<file path="src/rtl/ifetch_prefetch_pkg.sv">
// Shared constants, types and helpers for the instruction-fetch front end.
package ifetch_prefetch_pkg;

  // Default first fetch address after reset.
  localparam logic [31:0] DEFAULT_RESET_PC = 32'h0000_0000;

  // Byte distance between consecutive instruction words.
  localparam int unsigned PC_INC = 4;

  // What happens to a memory response in the cycle it arrives.
  typedef enum logic [1:0] {
    RESP_NONE,
    RESP_DROP,
    RESP_KEEP
  } respAction_e;

  // Queue entry holds {pc, inst}.
  function automatic int unsigned entryWidth(input int unsigned xlen);
    return 2 * xlen;
  endfunction

  // Pointer width for a FIFO of the given depth (at least one bit).
  function automatic int unsigned ptrWidth(input int unsigned depth);
    return (depth > 1) ? $clog2(depth) : 1;
  endfunction

endpackage

</file>
<file path="src/rtl/ifetch_prefetch_fetch_fifo.sv">
// Synchronous FIFO with registered storage, flush and occupancy count.
module fetch_fifo
  import ifetch_prefetch_pkg::*;
#(
  parameter int unsigned WIDTH = 64,
  parameter int unsigned DEPTH = 4
) (
  input  logic                         clk,
  input  logic                         rst,
  input  logic                         push,
  input  logic                         pop,
  input  logic                         flush,
  input  logic [WIDTH-1:0]             pushData,
  output logic [WIDTH-1:0]             popData,
  output logic                         full,
  output logic                         empty,
  output logic [$clog2(DEPTH+1)-1:0]   count
);

  localparam int unsigned PW = ptrWidth(DEPTH);
  localparam int unsigned CW = $clog2(DEPTH + 1);

  logic [WIDTH-1:0] mem [DEPTH];
  logic [PW-1:0]    wrPtr;
  logic [PW-1:0]    rdPtr;
  logic             doPush;
  logic             doPop;

  function automatic logic [PW-1:0] nextPtr(input logic [PW-1:0] ptr);
    return (ptr == PW'(DEPTH - 1)) ? '0 : ptr + 1'b1;
  endfunction

  // Status flags, qualified handshakes and head read-out.
  always_comb begin
    empty   = (count == '0);
    full    = (count == CW'(DEPTH));
    doPop   = pop && !empty;
    doPush  = push && (!full || doPop);
    popData = mem[rdPtr];
  end

  // Pointer and occupancy update; flush empties the FIFO like reset.
  always_ff @(posedge clk) begin
    if (rst || flush) begin
      wrPtr <= '0;
      rdPtr <= '0;
      count <= '0;
    end else begin
      if (doPush) wrPtr <= nextPtr(wrPtr);
      if (doPop)  rdPtr <= nextPtr(rdPtr);
      count <= count + CW'(doPush) - CW'(doPop);
    end
  end

  // Storage write.
  always_ff @(posedge clk) begin
    if (doPush) mem[wrPtr] <= pushData;
  end

endmodule

</file>
<file path="src/rtl/ifetch_prefetch.sv">
// Instruction fetch front end: in-order word fetch over a valid/ready
// request channel, prefetch queue towards decode, redirect flush.
module ifetch_prefetch
  import ifetch_prefetch_pkg::*;
#(
  parameter int unsigned     XLEN            = 32,
  parameter int unsigned     DEPTH           = 4,
  parameter int unsigned     MAX_OUTSTANDING = 2,
  parameter logic [XLEN-1:0] RESET_PC        = XLEN'(DEFAULT_RESET_PC)
) (
  input  logic            clk,
  input  logic            rst,
  input  logic            i_Redirect_1,
  input  logic [XLEN-1:0] i_RedirectPC_32,
  output logic            o_MemReqValid_1,
  input  logic            i_MemReqReady_1,
  output logic [XLEN-1:0] o_MemReqAddr_32,
  input  logic            i_MemRespValid_1,
  input  logic [XLEN-1:0] i_MemRespData_32,
  output logic            o_InstValid_1,
  output logic [XLEN-1:0] o_InstPC_32,
  output logic [XLEN-1:0] o_Inst_32,
  input  logic            i_InstReady_1
);

  localparam int unsigned EW  = entryWidth(XLEN);
  localparam int unsigned QCW = $clog2(DEPTH + 1);
  localparam int unsigned OW  = $clog2(MAX_OUTSTANDING + 1);

  logic [XLEN-1:0] fetchPc;
  logic [XLEN-1:0] redirectTarget;
  logic            reqFire;
  logic            respFire;
  logic            instFire;
  respAction_e     respAction;

  logic [QCW-1:0]  qCount;
  logic            qFull;
  logic            qEmpty;
  logic [EW-1:0]   qHead;

  logic [XLEN-1:0] inflightPc;
  logic            inflightFull;
  logic            inflightEmpty;
  // The in-flight FIFO occupancy is the outstanding-request count.
  logic [OW-1:0]   outstanding;
  logic [OW-1:0]   outstandingNext;
  logic [OW-1:0]   dropCount;

  // Request issue: credit for every issued request is reserved in the queue.
  always_comb begin
    o_MemReqValid_1 = !rst && !inflightFull &&
                      ((32'(qCount) + 32'(outstanding)) < DEPTH);
    o_MemReqAddr_32 = fetchPc;
    reqFire         = o_MemReqValid_1 && i_MemReqReady_1;
    respFire        = i_MemRespValid_1;
    instFire        = !qEmpty && i_InstReady_1;
    redirectTarget  = i_RedirectPC_32 & {{(XLEN-2){1'b1}}, 2'b00};
    outstandingNext = outstanding + OW'(reqFire) - OW'(respFire);
  end

  // Response disposition: stale responses and redirect-cycle data are dropped.
  always_comb begin
    respAction = RESP_NONE;
    if (respFire) begin
      if (i_Redirect_1 || (dropCount != '0)) respAction = RESP_DROP;
      else                                   respAction = RESP_KEEP;
    end
  end

  // Fetch PC: redirect overrides the increment of a same-cycle request.
  always_ff @(posedge clk) begin
    if (rst)               fetchPc <= RESET_PC;
    else if (i_Redirect_1) fetchPc <= redirectTarget;
    else if (reqFire)      fetchPc <= fetchPc + XLEN'(PC_INC);
  end

  // Drop counter: on redirect every request still in flight after this cycle is stale.
  always_ff @(posedge clk) begin
    if (rst)                           dropCount <= '0;
    else if (i_Redirect_1)             dropCount <= outstandingNext;
    else if (respAction == RESP_DROP)  dropCount <= dropCount - 1'b1;
  end

  // Queue head presentation (registered storage, no input-to-output path).
  always_comb begin
    o_InstValid_1            = !qEmpty;
    {o_InstPC_32, o_Inst_32} = qHead;
  end

  fetch_fifo #(
    .WIDTH (EW),
    .DEPTH (DEPTH)
  ) u_instQueue (
    .clk      (clk),
    .rst      (rst),
    .push     (respAction == RESP_KEEP),
    .pop      (instFire),
    .flush    (i_Redirect_1),
    .pushData ({inflightPc, i_MemRespData_32}),
    .popData  (qHead),
    .full     (qFull),
    .empty    (qEmpty),
    .count    (qCount)
  );

  fetch_fifo #(
    .WIDTH (XLEN),
    .DEPTH (MAX_OUTSTANDING)
  ) u_inflightPc (
    .clk      (clk),
    .rst      (rst),
    .push     (reqFire),
    .pop      (respFire),
    .flush    (1'b0),
    .pushData (fetchPc),
    .popData  (inflightPc),
    .full     (inflightFull),
    .empty    (inflightEmpty),
    .count    (outstanding)
  );

  // Protocol checks: no queue overflow, no response without a request.
  always_ff @(posedge clk) begin
    if (!rst) begin
      assert (!((respAction == RESP_KEEP) && qFull && !instFire));
      assert (!(respFire && inflightEmpty));
    end
  end

endmodule

</file>
<file path="config.mk">
export PLATFORM = sky130hd
export DESIGN_NAME = ifetch_prefetch
export DESIGN_NICKNAME = d
export VERILOG_FILES = /design/src/rtl/ifetch_prefetch_pkg.sv /design/src/rtl/ifetch_prefetch_fetch_fifo.sv /design/src/rtl/ifetch_prefetch.sv
export SDC_FILE = /design/constraint.sdc
export NUM_CORES = 1
export LEC_CHECK = 0
export ABC_AREA = 0
export CORE_ASPECT_RATIO = 0.5
export CORE_UTILIZATION = 35
export DETAILED_ROUTE_END_ITERATION = 12
export PLACE_DENSITY_LB_ADDON = 0.08
export SLEW_MARGIN = 10
export SYNTH_ARGS = -nofsm -noshare
export SYNTH_HDL_FRONTEND = slang
export SYNTH_HIERARCHICAL = 1
export SYNTH_SLANG_ARGS = --single-unit
</file>
<file path="constraint.sdc">
create_clock -name clk -period 5 [get_ports clk]
set_input_delay 1.25 -clock clk [delete_from_list [all_inputs] [get_ports clk]]
set_output_delay 1.25 -clock clk [all_outputs]
set_load 0.02 [all_outputs]
</file>
# Word level (Yosys, flattened, before mapping)
# Memory sizes are Yosys's and may differ from the RTL's. A register that Yosys moved wholly into a read port is not among the register bits.
# Cells that the tools add are included.
# word_totals
register_bits	45
ramBits	320
inputBits	70
output_inout_bits	98
wordCells	72
n_memories	2
# mem_list
memory	depth	word_bits	rd	rd_clocked_by_memory_dff	write_ports	line_no	rtl
u_instQueue.mem	4	64	1	1	1	ifetch_prefetch_fetch_fifo.sv:23	logic [WIDTH-1:0] mem [DEPTH];
u_inflightPc.mem	2	32	1	1	1	ifetch_prefetch_fetch_fifo.sv:23	
# op_classes
add_sub_neg	13
order_cmp	1
eq_ne	6
n_mux	18
n_reduce_logical	23
# op_table
operator	count
32-bit two-way mux	2
32-bit by 3-bit adder with 32-bit output (second input constant)	1
2-bit two-way mux	8
2-bit == test (second input constant)	4
1-bit logical AND	8
1-bit two-way mux	8
2-bit nonzero test	3
1-bit zero test	5
2-bit by 1-bit adder with 2-bit output	2
2-bit by 1-bit adder with 2-bit output (second input constant)	2
3-bit by 2-bit adder with 4-bit output	1
1-bit logical OR	4
4-bit by 3-bit < comparator with 1-bit output (second input constant)	1
2-bit by 1-bit subtractor with 2-bit output	2
3-bit by 1-bit adder with 3-bit output	1
3-bit == test (second input constant)	1
3-bit zero test	1
3-bit by 1-bit subtractor with 3-bit output	1
1-bit adder (second input constant)	2
2-bit by 1-bit == test with 1-bit output (second input constant)	1
2-bit zero test	1
2-bit OR reduction	1
2-bit by 1-bit subtractor with 2-bit output (second input constant)	1

# Depth between registers and ports, before layout
# depth
ltp_word	8
depth_mapped	12
ltp_nobuf	12

# Cells and area by module
# Netlist, hierarchy kept.
# by_module_without_submodules
mod	n_inst	cells_each	area_per_inst_um2	seq_area_each_um2
fetch_fifo at u_instQueue	1	386	9673.0	7867.5
fetch_fifo at u_inflightPc	1	133	2560.0	2021.9
ifetch_prefetch	1	243	1941.9	640.6

# Worst setup path after synthesis
# Ideal clock, no wire load.
# synth_path
path_type	input-to-reg
startpoint	input port rst
endpoint	memory u_inflightPc/mem[0][0] (netlist bit), enable pin
setup_time_ps	421
arrival_ps	3672
required_time_ps	4579
slack_ps	907
cell_stages	6
path_buffers	1
path_cell_list	buf_6 -> nor4_4 -> nand3_1 -> inv_1 -> o21ai_2 -> nor2_1
# synth_via
elab_chain_cells	7
# synth_lines
element	line_no	rtl
start: declaration	ifetch_prefetch.sv:12	input logic rst,
1-bit zero test	-	
1-bit logical AND (2 in series)	ifetch_prefetch.sv:52	o_MemReqValid_1 = !rst && !inflightFull &&
1-bit logical AND	ifetch_prefetch.sv:55	reqFire = o_MemReqValid_1 && i_MemReqReady_1;
net reqFire	ifetch_prefetch.sv:32	logic reqFire;
1-bit logical AND	ifetch_prefetch_fetch_fifo.sv:38	doPush = push && (!full || doPop);
1-bit two-way mux	ifetch_prefetch_fetch_fifo.sv:57	if (doPush) mem[wrPtr] <= pushData;
1-bit two-way mux (implied by the code)	ifetch_prefetch_fetch_fifo.sv:57	
end: declaration	ifetch_prefetch_fetch_fifo.sv:23	
# The timed path passes the listed nets, and every way through them passes these cells.

# Worst setup path after layout
# layout_path
startpoint	input port rst
endpoint	output port o_MemReqValid_1
# layout_via
elab_chain_cells	3
# layout_lines
element	line_no	rtl
1-bit zero test	-	
1-bit logical AND (2 in series)	ifetch_prefetch.sv:52	
end: declaration	ifetch_prefetch.sv:15	output logic o_MemReqValid_1,
# No other way between the ends.

==> reports/qor.txt <==
TIMING
------------------------------------------------------------------------------------
Final TNS setup                                                                 0 ps
Final-report max-slew violation count                                              0
Share of the cycle needed by the critical path after routing                   0.834
Final hold violations                                                              0
Worst Clk Skew                                                               15.8 ps
Hold WS                                                                       506 ps
Worst rel slew slack                                                           0.354
Final critical delay including setup and external delays                     4170 ps
Slew of the pin with the lowest slew margin                                   968 ps
RSZ-0062 raised after global routing                                              no
Fmax                                                                         240 MHz
Count of endpoints failing setup in the final report                               0

WORST SETUP PATH
------------------------------------------------------------------------------------
Worst path arrival time                                                      2920 ps
Startpoint of the worst register-to-register path                       u_inflightPc/count[1]
Largest fanout on the critical path                                                9
Sequence of cells on the critical path                                  clkdlybuf4s50_1 -> nor4_4 -> buf_4 -> and2_1 -> clkdlybuf4s50_1
Most repeated library cell on the critical path                         sky130_fd_sc_hd__clkdlybuf4s50_1
Crit path kind                                                                in2out
Worst-path cell with the longest stage delay                            sky130_fd_sc_hd__clkdlybuf4s50_1
Worst setup SP type                                                     primary input
Count of buffering cells on the critical path with inverters included              3
Max incr delay on CP                                                          600 ps
Start point of the critical path                                                 rst
Crit-path leading delay family                                          buffers and inverters
Endpoint kind of the worst setup timing path                              output pin
Data required time at the worst endpoint                                     3750 ps

CTS
------------------------------------------------------------------------------------
Sinks on the clock net                                                           366
Worst-Skew Late Latency                                                       520 ps
Clock tree from TritonCTS                                                        yes
Clock Tree Root                                                         sky130_fd_sc_hd__clkbuf_16
Number of H-tree levels                                                            2
Clock slew at reported path FFs                                                60 ps
Number of post-CTS setup repair buffers                                            0
Number of gates given a new drive strength after cts                               0
Max Buffers Root-to-Sink                                                           3
Number of buffers inserted during clock tree synthesis                            36
Hold bufs inserted after CTS                                                       0

POWER
------------------------------------------------------------------------------------
Combinational share of power                                                   0.063
Proportion of power drawn by the clock network                                 0.396
Peak VDD IR                                                                   207 uV
Sequential fraction of design power                                            0.541
Leakage power                                                                5.59 nW
Power per Cell Area                                                      362 nW/um^2
Psw                                                                          1.36 mW
Internal portion of total power                                              5.01 mW
Switching part of the total                                                    0.214

FLOORPLAN
------------------------------------------------------------------------------------
Die height                                                                    144 um
Ports                                                                            168
Die Outline Area                                                         41,300 um^2
Die Wd                                                                        286 um
Starting density of the core                                                   0.360
Placement row count                                                               51
Core Area                                                                39,400 um^2

DRT
------------------------------------------------------------------------------------
Total number of vias                                                           7,415
First drt pass iteration count                                                     4
Per-cell via count in the routed design                                         4.94
DRC                                                                                0
First DRT Iteration DRCs                                                         337
Total wire length after detailed routing                                   31,500 um
Number of antenna-violating nets in the routed design                              0
Routed length per placed instance                                            21.0 um

HOLD PATH
------------------------------------------------------------------------------------
Worst min-delay path class                                                   reg2reg
Min-delay src                                                           u_instQueue/wrPtr[1]

FINAL LAYOUT
------------------------------------------------------------------------------------
Area growth from synthesis to layout                                           24.4%
Fraction of final layout cells sized beyond drive strength 1                   0.180
Net count reported at finish                                                   1,030
Antenna Diode Count                                                                0
Leading cell type in the layout, fill and taps excluded                 sky130_fd_sc_hd__edfxtp_1
Final design utilization                                                       0.447
Post-Layout Cell Count                                                         1,501
Top library cells by usage in the layout, fill and taps aside           320 x sky130_fd_sc_hd__edfxtp_1, 163 x sky130_fd_sc_hd__clkdlybuf4s50_1, 64 x sky130_fd_sc_hd__mux4_2, 43 x sky130_fd_sc_hd__dfxtp_1, 37 x sky130_fd_sc_hd__clkbuf_16

SYNTH
------------------------------------------------------------------------------------
Syn_area_per_cell                                                          18.6 um^2
Cells after synthesis                                                            760
Number of warnings reported in the yosys synthesis log                             6
Area of the mapped netlist                                               14,200 um^2

GRT
------------------------------------------------------------------------------------
Global-route met1 utilization                                                  0.200
GRT busiest layer                                                               met2
Global-route wire length before repair                                     47,700 um
Total grt overflow                                                                 0
Total Routing Usage GR                                                         0.156
GR Layer Usage met2                                                            0.271
Antenna violations before repair                                                   0
Via count of the first global-routing pass                                     7,717
Met3 capacity usage during global routing                                     0.0309
Maximum number of pins on one net before global-route repair                      53

PLACE
------------------------------------------------------------------------------------
Post-placement cell count                                                      1,439
Number of port buffers                                                           163
Half-perimeter wire length after detailed placement                        19,300 um
Final weighted congestion in routability-driven placement                      0.743

RUN
------------------------------------------------------------------------------------
Max_cap viols                                                                      0

OUTCOME
------------------------------------------------------------------------------------
Status                                                                  finished, final reports clean

## power by group through the flow
stage | sequential (mW) | combinational, mW | clock [mW]
finish | 3.45 | 0.400 | 2.53
global route | 3.46 | 0.432 | 2.74
CTS | 3.45 | 0.409 | 2.63
detailed placement | 3.52 | 0.407 | 0
global placement | 3.51 | 0.401 | 0
floorplan | 3.52 | 0.180 | 0
## per-stage QoR
step | instance area, um^2 | setup WS, ps | power, mW
after global placement | 16500 | 813 | 3.91
after CTS | 17600 | 738 | 6.49
final | 17600 | 832 | 6.38
after detailed placement | 16500 | 814 | 3.92
after global routing | 17600 | 675 | 6.63
after floorplan | 14200 | 907 | 3.70
## final timing paths
kind / to / cells after the start / slack, ps
setup / recovery: o_MemReqValid_1 / 5 / 830
hold / removal: u_instQueue/wrPtr[1] / 2 / 510
setup reg to reg: o_MemReqAddr_32[24] / 6 / 2110
hold reg to reg: u_instQueue/wrPtr[1] / 2 / 510
## layer usage
layer / wire length, um / share of wire
met1: 13700 / 0.43
met5: 0 / 0
met2: 15900 / 0.50
met4: 624 / 0.020
met3: 1330 / 0.042
## flip-flops by register name, summed over array words and instances (netlist names), named ones only
register / count
u_inflightPc/mem: 64
u_inflightPc/count: 2
u_inflightPc/rdPtr: 1
o_MemReqAddr_32: 30
u_instQueue/wrPtr: 2
u_instQueue/mem: 256
u_inflightPc/wrPtr: 1
dropCount: 2
u_instQueue/rdPtr: 2
u_instQueue/count: 3
## worst min-delay path: cells and delay by family (launching register included)
| kind | cells | cell delay, ps |
|---|---|---|
| flip-flops | 1 | 340 |
| AND/OR/NAND/NOR | 1 | 80 |
| AO/OA/AOI/OAI | 1 | 50 |
## area by class of cell
class,instances,area [um^2]
Clock buffer,47,973
Fill cell,3413,21800
Inverter,23,86.3
Timing Repair Buffer,177,1810
Tap cell,530,663
Multi-Input combinational cell,343,3450
Sequential cell,366,10500
Clock inverter,15,95.1
(Power assumes the default switching activity.)
